[config.mk]
export PLATFORM = sky130hd
export DESIGN_NAME = tl_ul_req_buffer
export DESIGN_NICKNAME = d
export VERILOG_FILES = /design/src/rtl/tl_ul_req_buffer.sv
export SDC_FILE = /design/constraint.sdc
export NUM_CORES = 1
export LEC_CHECK = 0
export BUFFER_PORTS_ARGS = -buffer_cell sky130_fd_sc_hd__clkbuf_2
export CAP_MARGIN = 40
export CORE_ASPECT_RATIO = 2
export CORE_MARGIN = 10
export CORE_UTILIZATION = 53
export CTS_CLUSTER_SIZE = 14
export DETAILED_ROUTE_END_ITERATION = 12
export PLACE_DENSITY = 0.9
export SYNTH_ARGS = -nofsm -noshare
export SYNTH_HDL_FRONTEND = slang
export SYNTH_SLANG_ARGS = --single-unit
export TNS_END_PERCENT = 100
[constraint.sdc]
create_clock -name clock -period 7.13 [get_ports clock]
set_input_delay 1.0695 -clock clock [delete_from_list [all_inputs] [get_ports clock]]
set_output_delay 1.0695 -clock clock [all_outputs]
set_load 0.05 [all_outputs]
[src/rtl/tl_ul_req_buffer.sv]
// TL-UL request buffer: A-channel FIFO with in-flight limiter and a 1-entry D register.
// Define TL_REQ_BUFFER_ERRFLAG_EN to build the sticky protocol-error checker.
module tl_ul_req_buffer #(
  parameter int DEPTH        = 2,
  parameter int MAX_INFLIGHT = 4
) (
  input  logic        clock,
  input  logic        reset,
  input  logic        auto_in_a_valid,
  output logic        auto_in_a_ready,
  input  logic [2:0]  auto_in_a_bits_opcode,
  input  logic [2:0]  auto_in_a_bits_param,
  input  logic [1:0]  auto_in_a_bits_size,
  input  logic [11:0] auto_in_a_bits_source,
  input  logic [14:0] auto_in_a_bits_address,
  input  logic [3:0]  auto_in_a_bits_mask,
  input  logic        auto_in_a_bits_corrupt,
  input  logic [31:0] auto_in_a_bits_data,
  output logic        auto_out_a_valid,
  input  logic        auto_out_a_ready,
  output logic [2:0]  auto_out_a_bits_opcode,
  output logic [2:0]  auto_out_a_bits_param,
  output logic [1:0]  auto_out_a_bits_size,
  output logic [11:0] auto_out_a_bits_source,
  output logic [14:0] auto_out_a_bits_address,
  output logic [3:0]  auto_out_a_bits_mask,
  output logic        auto_out_a_bits_corrupt,
  output logic [31:0] auto_out_a_bits_data,
  input  logic        auto_out_d_valid,
  output logic        auto_out_d_ready,
  input  logic [2:0]  auto_out_d_bits_opcode,
  input  logic [1:0]  auto_out_d_bits_size,
  input  logic [11:0] auto_out_d_bits_source,
  input  logic [31:0] auto_out_d_bits_data,
  input  logic        auto_out_d_bits_denied,
  output logic        auto_in_d_valid,
  input  logic        auto_in_d_ready,
  output logic [2:0]  auto_in_d_bits_opcode,
  output logic [1:0]  auto_in_d_bits_size,
  output logic [11:0] auto_in_d_bits_source,
  output logic [31:0] auto_in_d_bits_data,
  output logic        auto_in_d_bits_denied,
  output logic        busy,
  output logic        err,
  output logic [1:0]  err_code
);
  localparam int PW = (DEPTH > 1) ? $clog2(DEPTH) : 1;
  localparam int CW = $clog2(DEPTH + 1);
  localparam int IW = $clog2(MAX_INFLIGHT + 1);
  localparam int AW = 72;
  localparam int DW = 50;

  logic [AW-1:0] r_mem [DEPTH];
  logic [PW-1:0] r_wptr, r_rptr;
  logic [CW-1:0] r_count;
  logic [IW-1:0] r_inflight;
  logic [DW-1:0] r_d;
  logic          r_d_full;

  logic w_in_a_fire, w_out_a_fire, w_out_d_fire, w_in_d_fire;

  assign auto_in_a_ready  = (r_count != CW'(DEPTH));
  assign auto_out_a_valid = (r_count != '0) && (r_inflight < IW'(MAX_INFLIGHT));
  assign auto_out_d_ready = !r_d_full || auto_in_d_ready;
  assign auto_in_d_valid  = r_d_full;

  assign w_in_a_fire  = auto_in_a_valid && auto_in_a_ready;
  assign w_out_a_fire = auto_out_a_valid && auto_out_a_ready;
  assign w_out_d_fire = auto_out_d_valid && auto_out_d_ready;
  assign w_in_d_fire  = r_d_full && auto_in_d_ready;

  assign busy = (r_count != '0) || (r_inflight != '0) || r_d_full;

  // Outputs come only from registered storage, so no in->out combinational path.
  assign {auto_out_a_bits_opcode, auto_out_a_bits_param, auto_out_a_bits_size,
          auto_out_a_bits_source, auto_out_a_bits_address, auto_out_a_bits_mask,
          auto_out_a_bits_corrupt, auto_out_a_bits_data} = r_mem[r_rptr];

  assign {auto_in_d_bits_opcode, auto_in_d_bits_size, auto_in_d_bits_source,
          auto_in_d_bits_data, auto_in_d_bits_denied} = r_d;

  always_ff @(posedge clock) begin
    if (w_in_a_fire)
      r_mem[r_wptr] <= {auto_in_a_bits_opcode, auto_in_a_bits_param, auto_in_a_bits_size,
                        auto_in_a_bits_source, auto_in_a_bits_address, auto_in_a_bits_mask,
                        auto_in_a_bits_corrupt, auto_in_a_bits_data};
    if (w_out_d_fire)
      r_d <= {auto_out_d_bits_opcode, auto_out_d_bits_size, auto_out_d_bits_source,
              auto_out_d_bits_data, auto_out_d_bits_denied};
  end

  always_ff @(posedge clock) begin
    if (reset) begin
      r_wptr     <= '0;
      r_rptr     <= '0;
      r_count    <= '0;
      r_inflight <= '0;
      r_d_full   <= 1'b0;
    end else begin
      if (w_in_a_fire)  r_wptr <= r_wptr + 1'b1;
      if (w_out_a_fire) r_rptr <= r_rptr + 1'b1;
      if (w_in_a_fire && !w_out_a_fire)      r_count <= r_count + 1'b1;
      else if (!w_in_a_fire && w_out_a_fire) r_count <= r_count - 1'b1;
      // A response with nothing outstanding saturates at zero.
      if (w_out_a_fire && !w_in_d_fire)                            r_inflight <= r_inflight + 1'b1;
      else if (!w_out_a_fire && w_in_d_fire && r_inflight != '0)   r_inflight <= r_inflight - 1'b1;
      if (w_out_d_fire)     r_d_full <= 1'b1;
      else if (w_in_d_fire) r_d_full <= 1'b0;
    end
  end

`ifdef TL_REQ_BUFFER_ERRFLAG_EN
  logic       r_err;
  logic [1:0] r_err_code;
  logic [1:0] w_cause;
  logic       w_bad_op, w_misalign;

  assign w_bad_op   = !(auto_in_a_bits_opcode == 3'd0 || auto_in_a_bits_opcode == 3'd1 ||
                        auto_in_a_bits_opcode == 3'd4);
  assign w_misalign = ((auto_in_a_bits_size == 2'd1) && auto_in_a_bits_address[0]) ||
                      ((auto_in_a_bits_size[1]) && (auto_in_a_bits_address[1:0] != 2'd0));

  always_comb begin
    w_cause = 2'd0;
    if (w_in_a_fire && w_bad_op)        w_cause = 2'd1;
    else if (w_in_a_fire && w_misalign) w_cause = 2'd2;
    else if (w_in_d_fire && r_inflight == '0) w_cause = 2'd3;
  end

  always_ff @(posedge clock) begin
    if (reset) begin
      r_err      <= 1'b0;
      r_err_code <= 2'd0;
    end else if (!r_err && w_cause != 2'd0) begin
      r_err      <= 1'b1;
      r_err_code <= w_cause;
    end
  end

  assign err      = r_err;
  assign err_code = r_err_code;
`else
  assign err      = 1'b0;
  assign err_code = 2'd0;
`endif

endmodule

# ---- Yosys cells after proc, flatten, opt, wreduce, memory -nomap -nowiden
# Memory sizes are Yosys's and may differ from the RTL's. A register that Yosys moved wholly into a read port is not among the register bits.
# Cells that the tools add are included.
dict set report classes {
  addsub 6
  n_lt_le_gt_ge 1
  n_eq_ne 1
  n_mux 10
  n_reduce_logical 22
}
# op count
set ops {}
lappend ops {{1-bit logical AND} 10}
lappend ops {{2-bit nonzero test} 4}
lappend ops {{1-bit two-way mux} 6}
lappend ops {{3-bit two-way mux} 2}
lappend ops {{1-bit logical NOT} 4}
lappend ops {{2-bit two-way mux} 2}
lappend ops {{3-bit by 1-bit adder with 3-bit output (second input constant)} 1}
lappend ops {{1-bit logical OR} 3}
lappend ops {{3-bit less-than comparator (second input constant)} 1}
lappend ops {{3-bit nonzero test} 1}
lappend ops {{3-bit by 1-bit subtractor with 3-bit output (second input constant)} 1}
lappend ops {{1-bit adder (second input constant)} 2}
lappend ops {{2-bit by 1-bit adder with 2-bit output (second input constant)} 1}
lappend ops {{2-bit inequality test (second input constant)} 1}
lappend ops {{2-bit by 1-bit subtractor with 2-bit output (second input constant)} 1}
dict set report totals {
  regBits 58
  mem_bits_rw 144
  inputBits 128
  out_inout_bits 130
  word_cells 47
  memories 1
}
# name words width rd rd_ports_with_merged_regs write_ports line_no
set memory_table {}
lappend memory_table {r_mem 2 72 1 1 1 53} ;# logic [AW-1:0] r_mem [DEPTH];

# ---- Logic depth before layout (Yosys ltp)
dict set report depth {
  ltp_word 8
  depth_mapped 8
}

# ---- Least setup slack after synthesis
# OpenSTA, ideal clock, no wires.
dict set report synth_timing {
  path_kind {input -> register}
  from {in auto_in_a_valid}
  to {mem r_mem[0][0], enable pin}
  setup_ps 503
  arrival_time_ps 4187
  required_time_ps 6627
  setup_slack_ps 2440
  cell_stages 2
  n_path_buf 0
  cell_sequence {nand2_1 -> nor2_1}
}
dict set report synth_via {
  elab_chain_len 3
}
# element line_no
set synth_rtl {}
lappend synth_rtl {{start, declared} 9} ;# input logic auto_in_a_valid,
lappend synth_rtl {{1-bit logical AND} 67} ;# assign w_in_a_fire = auto_in_a_valid && auto_in_a_ready;
lappend synth_rtl {{1-bit two-way mux} 83} ;# if (w_in_a_fire)
lappend synth_rtl {{1-bit two-way mux (implied by the code)} 84} ;# r_mem[r_wptr] <= {auto_in_a_bits_opcode, auto_in_a_bits_param, auto_in_a_bits_size,
lappend synth_rtl {{end, declared} 53}
# No other way between the ends.

==> results.py <==
metrics = {
    "synth": {
        "yosysTopAreaCellShare": 0.8082,
        "yosysTopAreaCell": "edfxtp_1",
        "ys_seq_area_frac": 0.8332,
        "postSynth.asyncResetShare": 0,
        "ys_warn_count": 0,
        "syn_inst": 335,
        "dominantRegCellSynth": "edfxtp_1",
        "yosysMostFrequentCell": "edfxtp_1",
        "netlist_area_sq_um": 7208,
        "syn_avg_cell_area_sq_um": 21.52,
        "yosysUniqueCellTypes": 34,
        "synth_edf_count": 194,
        "ys_top_cells_by_count": "edfxtp_1 (194), mux2_2 (72), dfxtp_1 (9), nor2_1 (8), buf_2 (7)",
        "ys_ff_latch": 203,
        "synthTopCellsByArea": "edfxtp_1 (81%), mux2_2 (11%), dfxtp_1 (2.5%)",
    },
    "clocking": {
        "cts_tree": "built",
        "insertion_delay_ns": 0.48,
        "clockBufferDepth": 3,
        "clk_pin_slew_ns": 0.06,
        "cts_made_buffers": 18,
        "cts_hold_buf": 0,
        "ctsResizeCount": 0,
        "post_cts_buffers": 0,
        "cts.sinks": 203,
        "clockRootBuffer": "clkbuf_16",
        "htreeDepth": 1,
    },
    "power_and_ir_drop": {
        "pwr-share-clk": 0.244,
        "vdd_drop_max_v": 0.0002429,
        "power_density_nw_per_um2": 398.1,
        "p_leak_uw": 0.003646,
        "switchingPower_uw": 1348,
        "combPwrFrac": 0.331,
        "seq_power_share": 0.425,
        "power_uw": 3686,
        "internal-power_uw": 2338,
        "swShare": 0.3657,
    },
    "die": {
        "design.core.area_sq_um": 13440,
        "pin_count": 258,
        "std_cell_rows": 60,
        "die_h_microns": 184.9,
        "die_area_sq_um": 18950,
        "die_w_microns": 102.5,
        "initial_core_util": 0.5364,
    },
    "run": {
        "drv_cap": 0,
    },
    "drt": {
        "remaining_drc_errors": 0,
        "postRouteAntennaNets": 0,
        "dr.pass1.iters": 4,
        "wl_per_cell_microns": 22.46,
        "initialDrtViolationCount": 148,
        "vias": 4049,
        "avgViaCountPerCell": 5.258,
        "routed_wl_mm": 17.29,
    },
    "setup_path": {
        "rr_worst_depth": 5,
        "critPathBufInv": 2,
        "crit_chain": "buf_12 > mux2_2 > clkbuf_2",
        "crit_required_ns": 6.06,
        "slowest_delay_ns": 0.62,
        "crit_path_top_delay_cell": "dfxtp_4",
        "cp.depth": 3,
        "crit_family": "flip-flops",
        "endpoint_kind": "output port",
        "critPathLaunchType": "flip-flop",
        "cp.arrival_ns": 2.05,
        "crit_type": "reg2out",
        "critPathMaxFanout": 43,
    },
    "grt": {
        "grt_usage": 0.1808,
        "antenna_found_initial": 1,
        "first_global_vias": 4557,
        "grt_pass1_wl_mm": 25.73,
        "grt_start_max_net_pins": 54,
        "grt.overflow.total": 0,
    },
    "worst_hold_path": {
        "worstHoldPathType": "reg2reg",
        "holdPathStages": 2,
    },
    "outcome": {
        "outcome": "finished clean",
    },
    "timing": {
        "max_freq_ghz": 0.3206,
        "period_share": 0.4375,
        "hold_viol": 0,
        "finalSetupViolCount": 0,
        "rsz0062_at_grt": "no",
        "skew_ns": 0.02315,
        "max_slew_margin": 0.6246,
        "period_needed_ns": 3.119,
        "maxSlewViolCount": 0,
        "fin_ws_ns": 4.011,
        "tightest_slew_ns": 0.5632,
        "setup_tns_ns": 0,
    },
    "placement": {
        "gp_congestion": 0.7579,
        "place_ws_ns": 4.462,
        "port_buffers": 254,
        "dp.cells": 738,
        "hpwl_mm": 13.03,
    },
    "final_layout": {
        "num-fill-cells": 848,
        "fin_cells": 770,
        "final_layout_size_suffix_gt1_frac": 0.5863,
        "areaGrowthSynthToFinish_pct": 28.43,
        "fin_nets": 733,
    },
}
[placed cells by master, fill, tap and decap left out, types with 2 or more instances in the layout]
cell type	n
clkbuf_2	254
edfxtp_1	194
mux2_2	72
clkbuf_16	18
clkbuf_1	11
dfxtp_1	8
nor2_1	7
nand2_1	4
xor2_1	3
o21ai_0	3
conb_1	3
buf_12	3
nand2b_1	2
inv_1	2
xnor2_1	2
a211oi_1	2
a21oi_1	2
[registers in the layout, indices dropped and copies added, names as in the netlist, named ones only]
name	flops
r_inflight	3
r_mem	144
r_d	50
auto_in_d_valid	1
r_wptr	1
r_count	2
r_rptr	1
[through the flow]
step,utilization,area [sq um],hold WS [ns]
2_1_floorplan,-,7216,0.4807
3_5_place_dp,0.6487,8717,0.5286
5_1_grt,0.6887,9255,0.5877
3_3_place_gp,0.6422,8630,0.4983
6_report,0.6889,9258,0.5239
4_1_cts,0.6887,9255,0.5360
[worst min-delay path: stages (launching register included)]
cell	delay, ns
dfxtp_1	0.33
xnor2_1	0.09
nor2_1	0.09
[final cells by class]
type                            instances  area, sq um  area share
Antenna cell                            1        2.502   0.0002703
Multi-Input combinational cell        118         1131      0.1222
Inverter                                3        16.27    0.001757
Clock buffer                           29        491.7     0.05312
Sequential cell                       203         6010      0.6491
Timing Repair Buffer                  259         1366      0.1476
Tap cell                              155        193.9     0.02095
Clock inverter                          2        46.29    0.005001
[power groups by stage]
stage                     combinational [uW]  clock (uW)  sequential (uW)
after floorplan                          897           0             1620
after global routing                    1280         964             1580
after global placement                  1160           0             1610
after CTS                               1240         918             1570
final                                   1220         898             1570
after detailed placement                1230           0             1590
[routing by layer]
metal | part of all wire | wire length [microns] | global-route usage | vias to the layer above
met5 | 0 | 0 | 0 | -
li1 | - | - | - | 1845
met1 | 0.30 | 5167 | 0.1663 | 1959
met4 | 0.030 | 518 | 0.06470 | 0
met3 | 0.10 | 1722 | 0.06794 | 35
met2 | 0.57 | 9886 | 0.3417 | 210
[logic make-up (layout without fill, tap and decap cells)]
logic type | Yosys count | in the layout | synth area share
XOR/XNOR | 5 | 5 | 0.006076
flip-flops | 203 | 203 | 0.8332
AO/OA/AOI/OAI | 13 | 13 | 0.01406
buffers and inverters | 16 | 293 | 0.01285
AND/OR/NAND/NOR | 22 | 22 | 0.01493
multiplexers | 73 | 73 | 0.1139
other | 1 | 4 | 0.0005202
adder cells (fa/ha/maj) | 2 | 2 | 0.004513
[worst paths after layout]
kind / slack, ns / startpoint / to
setup reg to reg: 5.03 / r_count[0] / r_mem[0][65]
setup / recovery: 4.01 / flip-flop / auto_out_a_bits_data[7]
hold / removal: 0.52 / r_rptr / flip-flop
hold reg to reg: 0.52 / r_rptr / flip-flop
Note: power is estimated with default switching activity, not from simulation.
